**src/rtl/fetch_sequencer.sv**
```systemverilog
// fetch_sequencer: instruction-fetch sequencer. It keeps at most one memory
// request outstanding and presents each fetched instruction to the IF/ID
// register.
//
// Ports:
//   clk, reset             rising-edge clock, asynchronous active-high reset
//   redirect_valid/_pc     branch/jump/trap redirect; highest priority
//   id_stall, buf_full     downstream back-pressure sources
//   imem_req/_addr/_gnt    fetch request handshake
//   imem_rvalid/_rdata     fetch response
//   if_valid/_pc/_pc4/_inst  fetched instruction for IF/ID
//   ifid_stall, ifid_flush   IF/ID hold / invalidate
//   fetch_stall_cnt        (FETCH_PERF_CNT_EN only) saturating count of cycles
//                          spent in REQ without gnt, WAIT, or HOLD
//
// Optional feature macro: FETCH_PERF_CNT_EN
module fetch_sequencer #(
  parameter int ADDR_WIDTH = 64,
  parameter int INST_WIDTH = 32,
  parameter logic [ADDR_WIDTH-1:0] RESET_PC = '0
) (
  input  logic                  clk,
  input  logic                  reset,
  input  logic                  redirect_valid,
  input  logic [ADDR_WIDTH-1:0] redirect_pc,
  input  logic                  id_stall,
  input  logic                  buf_full,
  output logic                  imem_req,
  output logic [ADDR_WIDTH-1:0] imem_addr,
  input  logic                  imem_gnt,
  input  logic                  imem_rvalid,
  input  logic [INST_WIDTH-1:0] imem_rdata,
  output logic                  if_valid,
  output logic [ADDR_WIDTH-1:0] if_pc,
  output logic [ADDR_WIDTH-1:0] if_pc4,
  output logic [INST_WIDTH-1:0] if_inst,
  output logic                  ifid_stall,
  output logic                  ifid_flush
`ifdef FETCH_PERF_CNT_EN
  ,
  output logic [31:0]           fetch_stall_cnt
`endif
);

  typedef enum logic [2:0] {S_IDLE, S_REQ, S_WAIT, S_HOLD, S_DRAIN} state_e;

  state_e                state_q, state_d;
  logic [ADDR_WIDTH-1:0] pc_q, pc_d;
  logic [INST_WIDTH-1:0] inst_q, inst_d;
  logic [ADDR_WIDTH-1:0] pc_inc;
  logic                  redir;
  logic                  fwd_rdata;

  assign ifid_stall = id_stall | buf_full;
  assign pc_inc     = pc_q + ADDR_WIDTH'(4);
  // Reset overrides a concurrent redirect so ifid_flush stays low in reset.
  assign redir      = redirect_valid & ~reset;
  assign imem_addr  = pc_q;

  always_comb begin
    state_d    = state_q;
    pc_d       = pc_q;
    inst_d     = inst_q;
    imem_req   = 1'b0;
    if_valid   = 1'b0;
    ifid_flush = 1'b0;
    fwd_rdata  = 1'b0;
    case (state_q)
      S_IDLE: state_d = S_REQ;
      S_REQ: begin
        imem_req = 1'b1;
        if (imem_gnt) state_d = S_WAIT;
      end
      S_WAIT: begin
        if (imem_rvalid) begin
          inst_d    = imem_rdata;
          fwd_rdata = 1'b1;
          if (!ifid_stall) begin
            if_valid = 1'b1;
            pc_d     = pc_inc;
            state_d  = S_REQ;
          end else begin
            state_d = S_HOLD;
          end
        end
      end
      S_HOLD: begin
        if_valid = 1'b1;
        if (!ifid_stall) begin
          pc_d    = pc_inc;
          state_d = S_REQ;
        end
      end
      S_DRAIN: if (imem_rvalid) state_d = S_REQ;
      default: state_d = S_IDLE;
    endcase

    // Redirect wins over everything above. An accepted-but-unanswered request
    // must have its response drained before the new target is fetched.
    if (redir) begin
      ifid_flush = 1'b1;
      if_valid   = 1'b0;
      fwd_rdata  = 1'b0;
      inst_d     = inst_q;
      pc_d       = redirect_pc;
      case (state_q)
        S_REQ:   state_d = imem_gnt    ? S_DRAIN : S_REQ;
        S_WAIT:  state_d = imem_rvalid ? S_REQ   : S_DRAIN;
        // A response landing together with the redirect ends the drain;
        // staying would wait forever for a second response.
        S_DRAIN: state_d = imem_rvalid ? S_REQ   : S_DRAIN;
        default: state_d = S_REQ;
      endcase
    end
  end

  // Response is forwarded in its arrival cycle, then held from inst_q.
  assign if_inst = fwd_rdata ? imem_rdata : inst_q;
  assign if_pc   = if_valid ? pc_q   : '0;
  assign if_pc4  = if_valid ? pc_inc : '0;

  always_ff @(posedge clk or posedge reset) begin
    if (reset) begin
      state_q <= S_IDLE;
      pc_q    <= RESET_PC;
      inst_q  <= '0;
    end else begin
      state_q <= state_d;
      pc_q    <= pc_d;
      inst_q  <= inst_d;
    end
  end

`ifdef FETCH_PERF_CNT_EN
  logic [31:0] cnt_q, cnt_d;
  logic        stall_cyc;

  assign stall_cyc = (state_q == S_REQ && !imem_gnt) ||
                     (state_q == S_WAIT) || (state_q == S_HOLD);

  always_comb begin
    cnt_d = cnt_q;
    if (stall_cyc && cnt_q != '1) cnt_d = cnt_q + 32'd1;
  end

  always_ff @(posedge clk or posedge reset) begin
    if (reset) cnt_q <= '0;
    else       cnt_q <= cnt_d;
  end

  assign fetch_stall_cnt = cnt_q;
`endif

endmodule

```
**config.mk**
```make
export PLATFORM = sky130hd
export DESIGN_NAME = fetch_sequencer
export DESIGN_NICKNAME = d
export VERILOG_FILES = /design/src/rtl/fetch_sequencer.sv
export SDC_FILE = /design/constraint.sdc
export NUM_CORES = 1
export LEC_CHECK = 0
export ABC_CLOCK_PERIOD_IN_PS = 6500
export CAP_MARGIN = 20
export CORE_MARGIN = 2
export CORE_UTILIZATION = 48
export CTS_BUF_LIST = sky130_fd_sc_hd__clkbuf_8
export DETAILED_ROUTE_END_ITERATION = 8
export PLACE_DENSITY = 0.95
export SLEW_MARGIN = 25
export SYNTH_ARGS = -nofsm -noshare
export SYNTH_HDL_FRONTEND = slang
export SYNTH_SLANG_ARGS = --single-unit
```
**constraint.sdc**
```tcl
create_clock -name clk -period 6.5 [get_ports clk]
set_input_delay 0.65 -clock clk [delete_from_list [all_inputs] [get_ports clk]]
set_output_delay 0.65 -clock clk [all_outputs]
set_load 0.01 [all_outputs]
```
# Word-level counts from Yosys, hierarchy flattened
# Index checks and enable logic that the tools add are counted.
[totals] register_bits=99 latch_bits=0 ramBits=0 mem_bits_ro=0 inputBits=103 output_inout_bits=228 elab_cells=48 memories=0
[classes] add_sub_neg=1 multipliers=0 div_mod_pow=0 n_lt_le_gt_ge=0 n_eq_ne=8 n_shift=0 mux=26 n_bitwise=4 n_reduce_logical=6
[ops] cell="2-to-1 mux 64 bit" n=5
[ops] cell="one-hot mux 64 bit (2 select lines)" n=1
[ops] cell="adder 64 x 3 -> 64 bit (second input constant)" n=1
[ops] cell="2-to-1 mux 32 bit" n=1
[ops] cell="2-to-1 mux 3 bit" n=7
[ops] cell="one-hot mux 3 bit (5 select lines)" n=1
[ops] cell="!= test 3 bit (second input constant)" n=4
[ops] cell="2-to-1 mux 1 bit" n=8
[ops] cell="equality test 3 x 2 -> 1 bit (second input constant)" n=2
[ops] cell="one-hot mux 3 bit (2 select lines)" n=1
[ops] cell="AND reduction 4 bit" n=1
[ops] cell="equality test 3 x 1 -> 1 bit (second input constant)" n=1
[ops] cell="equality test 3 bit (second input constant)" n=1
[ops] cell="zero test 3 bit" n=1
[ops] cell="AND reduction 3 bit" n=1
[ops] cell="nonzero test 3 bit" n=1
[ops] cell="2-to-1 mux 2 bit" n=1
[ops] cell="inverter 1 bit" n=2
[ops] cell="one-hot mux 1 bit (2 select lines)" n=1
[ops] cell="AND reduction 2 bit" n=1
[ops] cell="OR reduction 2 bit" n=1
[ops] cell="bitwise AND 1 bit" n=1
[ops] cell="bitwise OR 1 bit" n=1

# Longest topological paths before layout
[logic_depth] ltp_word=6 depth_mapped=9 depth_no_buf=6

# Least setup slack after synthesis
# No wires, ideal clock.
[synth_timing] path_type="register to output" startpoint="register pc_q[2] (netlist: imem_addr[2])" endpoint="output port if_pc4[60]" arrival_ns=2.257 required_time_ns=5.850 setup_slack_ns=3.593 stages_incl_launch_ff=8 n_path_buf=1 path_cell_list="dfrtp_1 ha_1 nand4_2 nor4_2 buf_2 nand4_1 nor3_1 mux2_2"
[synth_via] elab_chain_cells=2
[synth_lines] element="start: declaration" line_no="48" text="logic [ADDR_WIDTH-1:0] pc_q, pc_d;"
[synth_lines] element="start signal: assignment" line_no="129" text="pc_q <= pc_d;"
[synth_lines] element="adder 64 x 3 -> 64 bit" line_no="55" text="assign pc_inc = pc_q + ADDR_WIDTH'(4);"
[synth_lines] element="2-to-1 mux 64 bit" line_no="120" text="assign if_pc4 = if_valid ? pc_inc : '0;"
[synth_lines] element="end: declaration" line_no="35" text="output logic [ADDR_WIDTH-1:0] if_pc4,"
# Every way passes these cells.

# Worst setup path after layout
[layout_timing] startpoint="input port reset" endpoint="output port if_pc4[44]"
[layout_via] elab_chain_cells=4
[layout_lines] element="start: declaration" line_no="23" text="input logic reset,"
[layout_lines] element="inverter 1 bit" line_no="57" text="assign redir = redirect_valid & ~reset;"
[layout_lines] element="bitwise AND 1 bit" line_no="57"
[layout_lines] element="2-to-1 mux 1 bit" line_no="100" text="if (redir) begin"
[layout_lines] element="2-to-1 mux 64 bit" line_no="120"
# Every way passes these cells.

==> run summary <==
Status = complete, no violations
Worst R2R Setup Slack = 3.41 ns
Syn_nets = 1017
Post-CTS Resized = 0
Min-Delay Path Depth = 1
Final Util = 0.709
FF+latch count, synth = 99
Vias in the first global route = 8309
Max Slew Vio Count = 0
DRC viols = 0
Placed Area = 10900 um^2
Post-Synthesis Cells = 913
CTS buffer count = 9
Post-DRT Antenna Nets = 0
Hold Violations, Final = 0
Wire length on met3 = 3.19 mm
Req. time, crit path = 5.85 ns
DR vias = 8552
Worst slew pin tran = 0.979 ns
Post-synthesis simple-gate area fraction = 0.335
Hold buffers post-CTS = 0
Max cap viols = 0
Kind of critical path = input port to output pin
LEAKAGE = 4.19 nW
Sequential share of the synthesized area = 0.324
RSZ-0062 raised after global routing = no
Htree depth = 3
Initial antenna violation count = 0
Reg2reg start = imem_addr[2]$_DFFE_PP0P_
CTS tree = built
F_max = 215 MHz
Metal2 WL = 14.1 mm
Pin count of the biggest net entering global routing = 98
Worst skew pair latency = 0.39 ns
Setup Viol. Count Final = 0
Post-CTS setup buffers = 0
Post-synthesis mux area share = 0.103
Final Cycle Share = 0.716
Initial Util = 0.486
DP Wirelength = 21.1 mm
WL per Instance = 21.0 um
Via density per instance = 6.13
Port bufs = 330
Total routed wirelength = 29.3 mm
I/O pin count = 331
Post-synth EDFFs = 0
Avg Inst Size Synth = 8.36 um^2
Clock skew = 0.0131 ns
Final setup margin = 1.84 ns
Xor and xnor fraction of the mapped netlist area = 0.0849
WHS Endpoint = inst_q[14]$_DFFE_PP0P_
First-pass GRT wire length = 44.6 mm
Crit Path Max Fanout = 66
VDD IR max = 0.125 mV
DR pass1 iterations = 5
WL met1 = 10.6 mm
R2R depth = 7
Max-slew headroom = 0.347
Capture point of the worst reg-to-reg path = imem_addr[44]$_DFFE_PP0P_
Share of the synthesized area in the top cell type = 0.324
Cell variety after synth = 59
Ratio of cells with drive above 1 in the final layout = 0.106
Dominant cell type by area after synthesis = dfrtp_1
PwrDens = 271 nW/um^2
Die extent in y = 130 um
Maximum clock path buffer count = 2
Min Tclk post-route = 4.66 ns
Share of synthesized flip-flops with an asynchronous set or reset = 1.00
Largest family of logic cells by synthesized area = simple AND/OR/NAND/NOR gates
Clk root buf = clkbuf_8
Synth Area in Compound Gates = 0.0921
Die width = 130 um
Total track usage = 0.337
# rows = 46
Commonest register cell after synthesis = dfrtp_1
Synth top area cells = dfrtp_1, mux2_2, xor2_1
Setup WS pre-CTS = 1.82 ns
Core area = 15700 um^2
CTS Sinks = 99
Grt ovf = 0
Routability cong. = 1.00
Arrival @ worst endpoint = 4.01 ns
Synth Cell Area = 7640 um^2
Nets = 1278
Ys Warns = 0
Setup TNS = 0 ns
CP Launch Type = input port
Highest layer used for signal routing = met4
Final Cell Area = 11100 um^2
CP Capture Type = output pin
Hold path startpoint = inst_q[14]$_DFFE_PP0P_
Initial DRC count = 902
Hold Path Class = flop to flop
DIE AREA = 16900 um^2
Synthesis-to-finish area growth = 45.8%
Synth Area in Adders = 0.00164
Clock-pin transition on the worst setup and hold timing paths = 0.09 ns
registers in the layout (all words and copies together), names as in the netlist:
name	cells
state_q	3
inst_q	32
imem_addr	64
how the worst max path moves through the flow:
stage                     startpoint                  endpoint  cells after the start
after floorplan                reset  imem_addr[0]$_DFFE_PP0P_                      1
after detailed placement       reset                if_pc4[44]                      9
after global placement         reset                if_pc4[60]                      9
final                          reset                if_pc4[44]                      9
after global routing           reset                if_pc4[44]                      9
after CTS                      reset                if_pc4[44]                      9
where the power goes:
group | switching (mW) | total (mW) | internal, mW | leakage (nW)
Clock | 0.239 | 0.468 | 0.229 | 0.118
Sequential | 0.223 | 0.998 | 0.775 | 1.19
Combinational | 0.679 | 1.56 | 0.879 | 2.88
critical path, cell delays in order:
cell	delay (ns)
clkdlybuf4s50_1	0.53
nand2b_2	0.18
inv_2	0.06
or3_2	0.47
buf_4	0.35
inv_2	0.77
and2_1	0.28
mux2_2	0.17
clkdlybuf4s50_1	0.53
area by class of cell:
class                      instances  area [um^2]
antenna                            1         2.50
clock buffer                      10          138
clock inverter                     6         86.3
fill                            1193         4580
inverter                          11         43.8
multi-input combinational        711         4730
sequential                        99         2480
tap                              216          270
timing repair buffer             342         3390
through the flow:
stage	hold slack, ns	instances	power (mW)
final	0.511	1396	3.02
after global routing	0.531	1395	3.18
after CTS	0.513	1395	3.02
after detailed placement	0.488	1379	2.55
after global placement	0.479	1379	2.49
after floorplan	0.474	913	1.72
logic make-up (layout without fill, tap and decap cells):
logic type	after synthesis	after routing
multiplexers	70	70
AND/OR/NAND/NOR	457	457
other	0	1
adder cells (fa/ha/maj)	1	1
XOR/XNOR	74	74
flip-flops	99	99
buffers and inverters	103	369
AO/OA/AOI/OAI	109	109
cells in the final DEF, fill, tap and decap left out, types with 7 or more instances in the layout:
cell             instances
a21oi_1                 19
and2_1                  67
and3_1                  12
buf_4                   12
clkbuf_8                10
clkdlybuf4s50_1        330
dfrtp_1                 99
inv_1                    9
mux2_2                  68
nand2_1                 85
nand3_1                 47
nand4_1                 59
nor2_1                  93
nor3_1                   7
nor4_1                  17
nor4_4                   7
o211ai_1                16
o21ai_0                 38
o311ai_0                 8
or3_1                   17
or4_1                   13
xnor2_1                 22
xor2_1                  52
cells in the mapped netlist (13+ instances only):
cell type	n
nand2_1	85
o211ai_1	16
dfrtp_1	99
nand4_1	59
and2_1	67
clkbuf_1	44
xor2_1	52
mux2_2	68
nor4_1	17
nor2_1	93
or4_1	13
or3_1	18
nand3_1	47
buf_2	34
a21oi_1	19
xnor2_1	22
o21ai_0	38
per-layer routing:
metal,GRT usage,vias up
met1,0.398,4053
met5,0,-
met2,0.577,613
li1,-,3773
met3,0.0734,113
met4,0.176,0
Power figures use the tool's default switching activity.
